File: src/rtl/jtframe_info_pkg.sv
// Shared constants for the system-info snapshot scanner: address table, FSM states, limits.
package jtframe_info_pkg;

   localparam int WAIT_MAX  = 7;
   localparam int TABLE_LEN = 16;
   localparam int CNT_W     = $clog2(WAIT_MAX + 1);

   typedef enum logic [2:0] {
      ST_IDLE,
      ST_SET,
      ST_WAIT,
      ST_CAPT,
      ST_SWAP
   } info_state_t;

   // Entry 0 is the rightmost byte: SDRAM stats 00..0B, frame counter LSB/MSB, sample rate, reserved.
   localparam logic [TABLE_LEN-1:0][7:0] SCAN_TABLE = {
      8'hFF, 8'h80, 8'h41, 8'h40,
      8'h0B, 8'h0A, 8'h09, 8'h08,
      8'h07, 8'h06, 8'h05, 8'h04,
      8'h03, 8'h02, 8'h01, 8'h00
   };

endpackage

File: src/rtl/jtframe_info_dbuf.sv
// Front/back snapshot buffers; writes go to the back, reads come from the front, swap flips roles.
module jtframe_info_dbuf
   import jtframe_info_pkg::*;
#(
   parameter int ENTRIES = 16
)(
   input  logic       clk,
   input  logic       rst,
   input  logic       we,
   input  logic [3:0] wr_addr,
   input  logic [7:0] wr_data,
   input  logic       swap,
   input  logic [3:0] rd_addr,
   output logic [7:0] rd_data
);

   logic [7:0] mem_a [TABLE_LEN];
   logic [7:0] mem_b [TABLE_LEN];
   logic       front_b;
   logic       front_nx;

   // Reading through the post-swap selection makes new data visible right after the swap cycle.
   assign front_nx = front_b ^ swap;

   always_ff @(posedge clk) begin
      if (rst) begin
         front_b <= 1'b0;
         rd_data <= 8'd0;
         for (int i = 0; i < TABLE_LEN; i++) begin
            mem_a[i] <= 8'd0;
            mem_b[i] <= 8'd0;
         end
      end else begin
         front_b <= front_nx;
         if (we) begin
            if (front_b) mem_a[wr_addr] <= wr_data;
            else         mem_b[wr_addr] <= wr_data;
         end
         if (int'(rd_addr) >= ENTRIES) rd_data <= 8'd0;
         else if (front_nx)            rd_data <= mem_b[rd_addr];
         else                          rd_data <= mem_a[rd_addr];
      end
   end

endmodule

File: src/rtl/jtframe_info_scan.sv
// Sweeps SCAN_TABLE addresses into a double-buffered snapshot on request.
// Optional JTFRAME_INFO_AUTOSCAN_EN: also request a sweep at every LVBL falling edge.
//
// state   | meaning
// IDLE    | waiting for a request, st_addr holds last value
// SET     | drive st_addr from the table, load wait counter
// WAIT    | let the info block settle its registered output
// CAPT    | store st_din into the back buffer, advance index
// SWAP    | exchange buffers, pulse done
module jtframe_info_scan
   import jtframe_info_pkg::*;
#(
   parameter int WAIT    = 2,
   parameter int ENTRIES = 16
)(
   input  logic       clk,
   input  logic       rst,
   input  logic       scan,
   input  logic       LVBL,
   output logic [7:0] st_addr,
   input  logic [7:0] st_din,
   input  logic [3:0] rd_addr,
   output logic [7:0] rd_data,
   output logic       busy,
   output logic       done
);

   info_state_t      state, state_nx;
   logic [3:0]       idx, idx_nx;
   logic [CNT_W-1:0] cnt, cnt_nx;
   logic [7:0]       addr_nx;
   logic             pending, pending_nx;
   logic             scan_q;
   logic             req;
   logic             start;
   logic             we;
   logic             swap;

`ifdef JTFRAME_INFO_AUTOSCAN_EN
   logic lvbl_q;

   always_ff @(posedge clk) begin
      if (rst) lvbl_q <= 1'b0;
      else     lvbl_q <= LVBL;
   end

   assign req = (scan & ~scan_q) | (lvbl_q & ~LVBL);
`else
   logic unused_lvbl;

   assign unused_lvbl = LVBL;
   assign req         = scan & ~scan_q;
`endif

   always_ff @(posedge clk) begin
      if (rst) begin
         state   <= ST_IDLE;
         idx     <= 4'd0;
         cnt     <= '0;
         pending <= 1'b0;
         st_addr <= 8'd0;
         scan_q  <= 1'b1;
      end else begin
         state   <= state_nx;
         idx     <= idx_nx;
         cnt     <= cnt_nx;
         pending <= pending_nx;
         st_addr <= addr_nx;
         scan_q  <= scan;
      end
   end

   always_comb begin
      state_nx = state;
      idx_nx   = idx;
      cnt_nx   = cnt;
      addr_nx  = st_addr;
      start    = 1'b0;
      we       = 1'b0;
      swap     = 1'b0;
      case (state)
         ST_IDLE: begin
            if (pending || req) begin
               start    = 1'b1;
               idx_nx   = 4'd0;
               state_nx = ST_SET;
            end
         end
         ST_SET: begin
            addr_nx  = SCAN_TABLE[idx];
            cnt_nx   = CNT_W'(WAIT - 1);
            state_nx = ST_WAIT;
         end
         ST_WAIT: begin
            if (cnt == '0) state_nx = ST_CAPT;
            else           cnt_nx   = cnt - 1'b1;
         end
         ST_CAPT: begin
            we = 1'b1;
            if (idx == 4'(ENTRIES - 1)) begin
               state_nx = ST_SWAP;
            end else begin
               idx_nx   = idx + 4'd1;
               state_nx = ST_SET;
            end
         end
         ST_SWAP: begin
            swap = 1'b1;
            // Back-to-back sweep: a queued or coincident request skips IDLE entirely.
            if (pending || req) begin
               start    = 1'b1;
               idx_nx   = 4'd0;
               state_nx = ST_SET;
            end else begin
               state_nx = ST_IDLE;
            end
         end
         default: state_nx = ST_IDLE;
      endcase

      if (start)    pending_nx = 1'b0;
      else if (req) pending_nx = 1'b1;
      else          pending_nx = pending;
   end

   assign busy = (state != ST_IDLE);
   assign done = (state == ST_SWAP);

   jtframe_info_dbuf #(
      .ENTRIES (ENTRIES)
   ) u_dbuf (
      .clk     (clk),
      .rst     (rst),
      .we      (we),
      .wr_addr (idx),
      .wr_data (st_din),
      .swap    (swap),
      .rd_addr (rd_addr),
      .rd_data (rd_data)
   );

endmodule
File: config.mk
export PLATFORM = sky130hd
export DESIGN_NAME = jtframe_info_scan
export DESIGN_NICKNAME = d
export VERILOG_FILES = /design/src/rtl/jtframe_info_pkg.sv /design/src/rtl/jtframe_info_dbuf.sv /design/src/rtl/jtframe_info_scan.sv
export SDC_FILE = /design/constraint.sdc
export NUM_CORES = 1
export LEC_CHECK = 0
export ABC_AREA = 1
export CAP_MARGIN = 15
export CORE_MARGIN = 1.5
export CORE_UTILIZATION = 60
export CTS_CLUSTER_SIZE = 20
export DETAILED_ROUTE_END_ITERATION = 8
export GPL_ROUTABILITY_DRIVEN = 0
export PLACE_DENSITY = 0.75
export SETUP_SLACK_MARGIN = 0.05
export SLEW_MARGIN = 10
export SYNTH_ARGS = -nofsm -noshare
export SYNTH_HDL_FRONTEND = slang
export SYNTH_SLANG_ARGS = --single-unit
export TNS_END_PERCENT = 1
File: constraint.sdc
create_clock -name clk -period 3.4 [get_ports clk]
set_clock_uncertainty 0.1 [all_clocks]
set_input_delay 0.51 -clock clk [delete_from_list [all_inputs] [get_ports clk]]
set_output_delay 0.51 -clock clk [all_outputs]
set_load 0.05 [all_outputs]
==> impl_results.md <==
- Status: completed
- Remaining DRCs: 0
- Clk Tree Root Cell: clkbuf_16
- RSZ-0062 raised after global routing: no
- Fillers: 1690
- Post-DRT Antenna Nets: 0
- Share of layout cells above drive strength 1: 7.454%
- Chip width: 151.1 um
- Worst Setup SP: state[0]
- Max clock buf depth: 3
- First-pass GRT wire length: 47600 um
- Total CTS buffers: 28
- Die Area: 0.02284 mm^2
- Area growth, synth to finish: 10.39%
- I/O pins: 34
- Post-synth cell types: 31
- Post-CTS Resized: 0
- Routed via count: 9567
- Clock slew at reported path FFs: 0.06 ns
- Fmax: 0.3584 GHz
- Fin. max-slew vios: 0
- Avg Cell Area, Syn: 9.345 um^2
- Global route total overflow: 0
- Core box area: 0.02169 mm^2
- Slew margin rel.: 37.07%
- CTS H-Tree Depth: 1
- Pre-CTS setup slack: 0.7010 ns
- Final core utilization: 67.02%
- Storage element area: 0.008248 mm^2
- Number of warnings issued by yosys: 0
- CP max stage delay: 0.80 ns
- Top sig layer: met4
- Worst setup EP type: output port
- CP Launch Type: flop
- Routed met3 length: 3236 um
- Post-DP HPWL: 19180 um
- Vias in the first global route: 8936
- First drt pass iteration count: 5
- Syn Nets: 1434
- Crit-path slowest cell: clkdlybuf4s50_1
- Final setup viols: 0
- Routed length per instance: 18.45 um
- Row count: 54
- DIE HEIGHT: 151.1 um
- Setup bufs post-CTS: 0
- Multi-input logic area: 0.004359 mm^2
- Ant. Diodes: 0
- Final period util: 82.05%
- FF+latch count, synth: 284
- Worst Max-Slew Pin Slew: 0.9429 ns
- Metal-1 WL: 12050 um
- CP required: 2.79 ns
- Final Hold Vio Count: 0
- GR Util All Layers: 28.26%
- Synthesized instance count: 1409
- Routed WL: 31410 um
- Initial core utilization: 60.71%
- Worst Hold Class: reg2reg
- Crit path time final: 2.790 ns
- PortBufs: 32
- CTS tree: done
- Final net count: 1426
- Reg-to-reg startpoint: idx[0]
- Static leakage: 5.968 nW
- Number of max-cap violations: 0
- Crit Path Class: reg2out
- Initial antenna violation count: 1
- Worst Path Arrival: 2.18 ns
- Maximum vdd drop: 495.4 uV
- Vias per inst: 5.621
- Sequential area share after synthesis: 62.64%
- Netlist Area Pre-Place: 0.01317 mm^2
- Met2 Wirelength: 15090 um
- # clock sinks: 284
- Setup ws final: 0.6101 ns
- Clk Latency, worst-skew pair: 0.54 ns
- Number of DRC markers in iteration 0: 1079
- Hold_buf cts: 0
- Crit-path cells: nor2_1 > nand2_1 > inv_1 > clkdlybuf4s50_1
- Hold Crit Start: cnt[1]
- Largest net degree at the start of global routing: 129
- Pwr/cell area: 538.0 mW/mm^2
- Critical-path maximum fanout: 4
- Setup Total Neg Slack: 0 ns
-- per-stage QoR --
| step | std cells | hold slack, ns | power (mW) | instance area, um^2 |
|---|---|---|---|---|
| after floorplan | 1409 | 0.3389 | 4.533 | 13170 |
| after global placement | 1651 | 0.3501 | 4.762 | 13610 |
| after detailed placement | 1651 | 0.3501 | 4.779 | 13610 |
| after CTS | 1702 | 0.3597 | 7.839 | 14540 |
| after global routing | 1702 | 0.3960 | 8.052 | 14540 |
| final | 1702 | 0.3569 | 7.820 | 14540 |
-- state kept, by name (all words and copies together), names as in the netlist --
signal and cells:
u_dbuf.mem_a 128, u_dbuf.mem_b 128, u_dbuf.rd_data 8, st_addr 7, idx 4, cnt 3, state 3, pending 1
scan_q 1, u_dbuf.front_b 1
-- per-layer routing --
metal	track usage [%]	vias up
li1	-	4620
met1	36.35	4417
met2	48.08	454
met3	5.693	76
met4	9.466	0
met5	0	-
-- power breakdown --
part,internal [mW],switching [mW]
Sequential,3.93,0.0478
Combinational,0.196,0.545
Clock,1.85,1.25
-- cell usage after synthesis (all sizes together) --
| cell type | count | share of area [%] |
|---|---|---|
| or2 | 2 | 0.095 |
| buf | 48 | 1.9 |
| o211a | 1 | 0.076 |
| nand3 | 188 | 8.6 |
| inv | 41 | 1.2 |
| o21bai | 1 | 0.057 |
| nor2 | 274 | 8.1 |
| nor3 | 2 | 0.076 |
| o21ai | 10 | 0.38 |
| xor2 | 1 | 0.067 |
| edfxtp | 256 | 58 |
| nand2 | 493 | 14 |
| dfxtp | 28 | 4.3 |
| clkbuf | 42 | 1.2 |
| ha | 9 | 0.86 |
| a31oi | 1 | 0.048 |
| a21oi | 10 | 0.38 |
| nand4 | 1 | 0.048 |
| and2 | 1 | 0.048 |
-- cells in the final DEF, fill, tap and decap left out, types with 2 or more instances in the layout --
| cell type | instances |
|---|---|
| inv_2 | 3 |
| buf_4 | 18 |
| buf_12 | 3 |
| edfxtp_1 | 256 |
| clkinv_2 | 6 |
| bufinv_16 | 4 |
| clkbuf_1 | 6 |
| nand3_4 | 11 |
| a21oi_1 | 10 |
| clkdlybuf4s50_1 | 30 |
| dfxtp_1 | 28 |
| o21ai_0 | 10 |
| nand3_2 | 11 |
| nor3_1 | 2 |
| clkbuf_16 | 29 |
| or2_2 | 2 |
| clkinv_1 | 6 |
| nor2_2 | 4 |
| nor2_1 | 268 |
| inv_1 | 37 |
| nand3_1 | 166 |
| nand2_2 | 10 |
| ha_1 | 9 |
| nand2_1 | 482 |
-- logic make-up (layout without fill, tap and decap cells) --
group,count (synthesis),in the layout,share of synthesized area (%)
DFF,284,284,62.64
xor gates and xnor gates,1,1,0.06653
buffers and inverters,131,144,4.257
and+or+nand+nor,961,961,31.24
adders and majority gates,9,9,0.8552
AOI/OAI and AO/OA,23,23,0.9408
-- worst max-delay path, delay by kind of cell (launching register included) --
kind,cells,cell delay (ns)
buffers and inverters,2,0.90
DFF,1,0.34
and+or+nand+nor,2,0.40
-- final timing paths --
check | slack [ns] | endpoint | cells past startpoint
worst max-delay path | 0.61 | done | 4
worst min-delay path | 0.36 | cnt[1] | 2
worst max register to register | 0.83 | u_dbuf.mem_a[10][7] | 6
worst min register to register | 0.36 | cnt[1] | 2
-- cell type report --
| class | count | area share [%] |
|---|---|---|
| Inverter | 41 | 1.067 |
| Tap cell | 280 | 2.410 |
| Clock inverter | 16 | 1.205 |
| Sequential cell | 284 | 56.74 |
| Clock buffer | 35 | 5.147 |
| Timing Repair Buffer | 52 | 3.443 |
| Multi-Input combinational cell | 994 | 29.99 |
No activity file was read; power rests on OpenSTA's default activity.
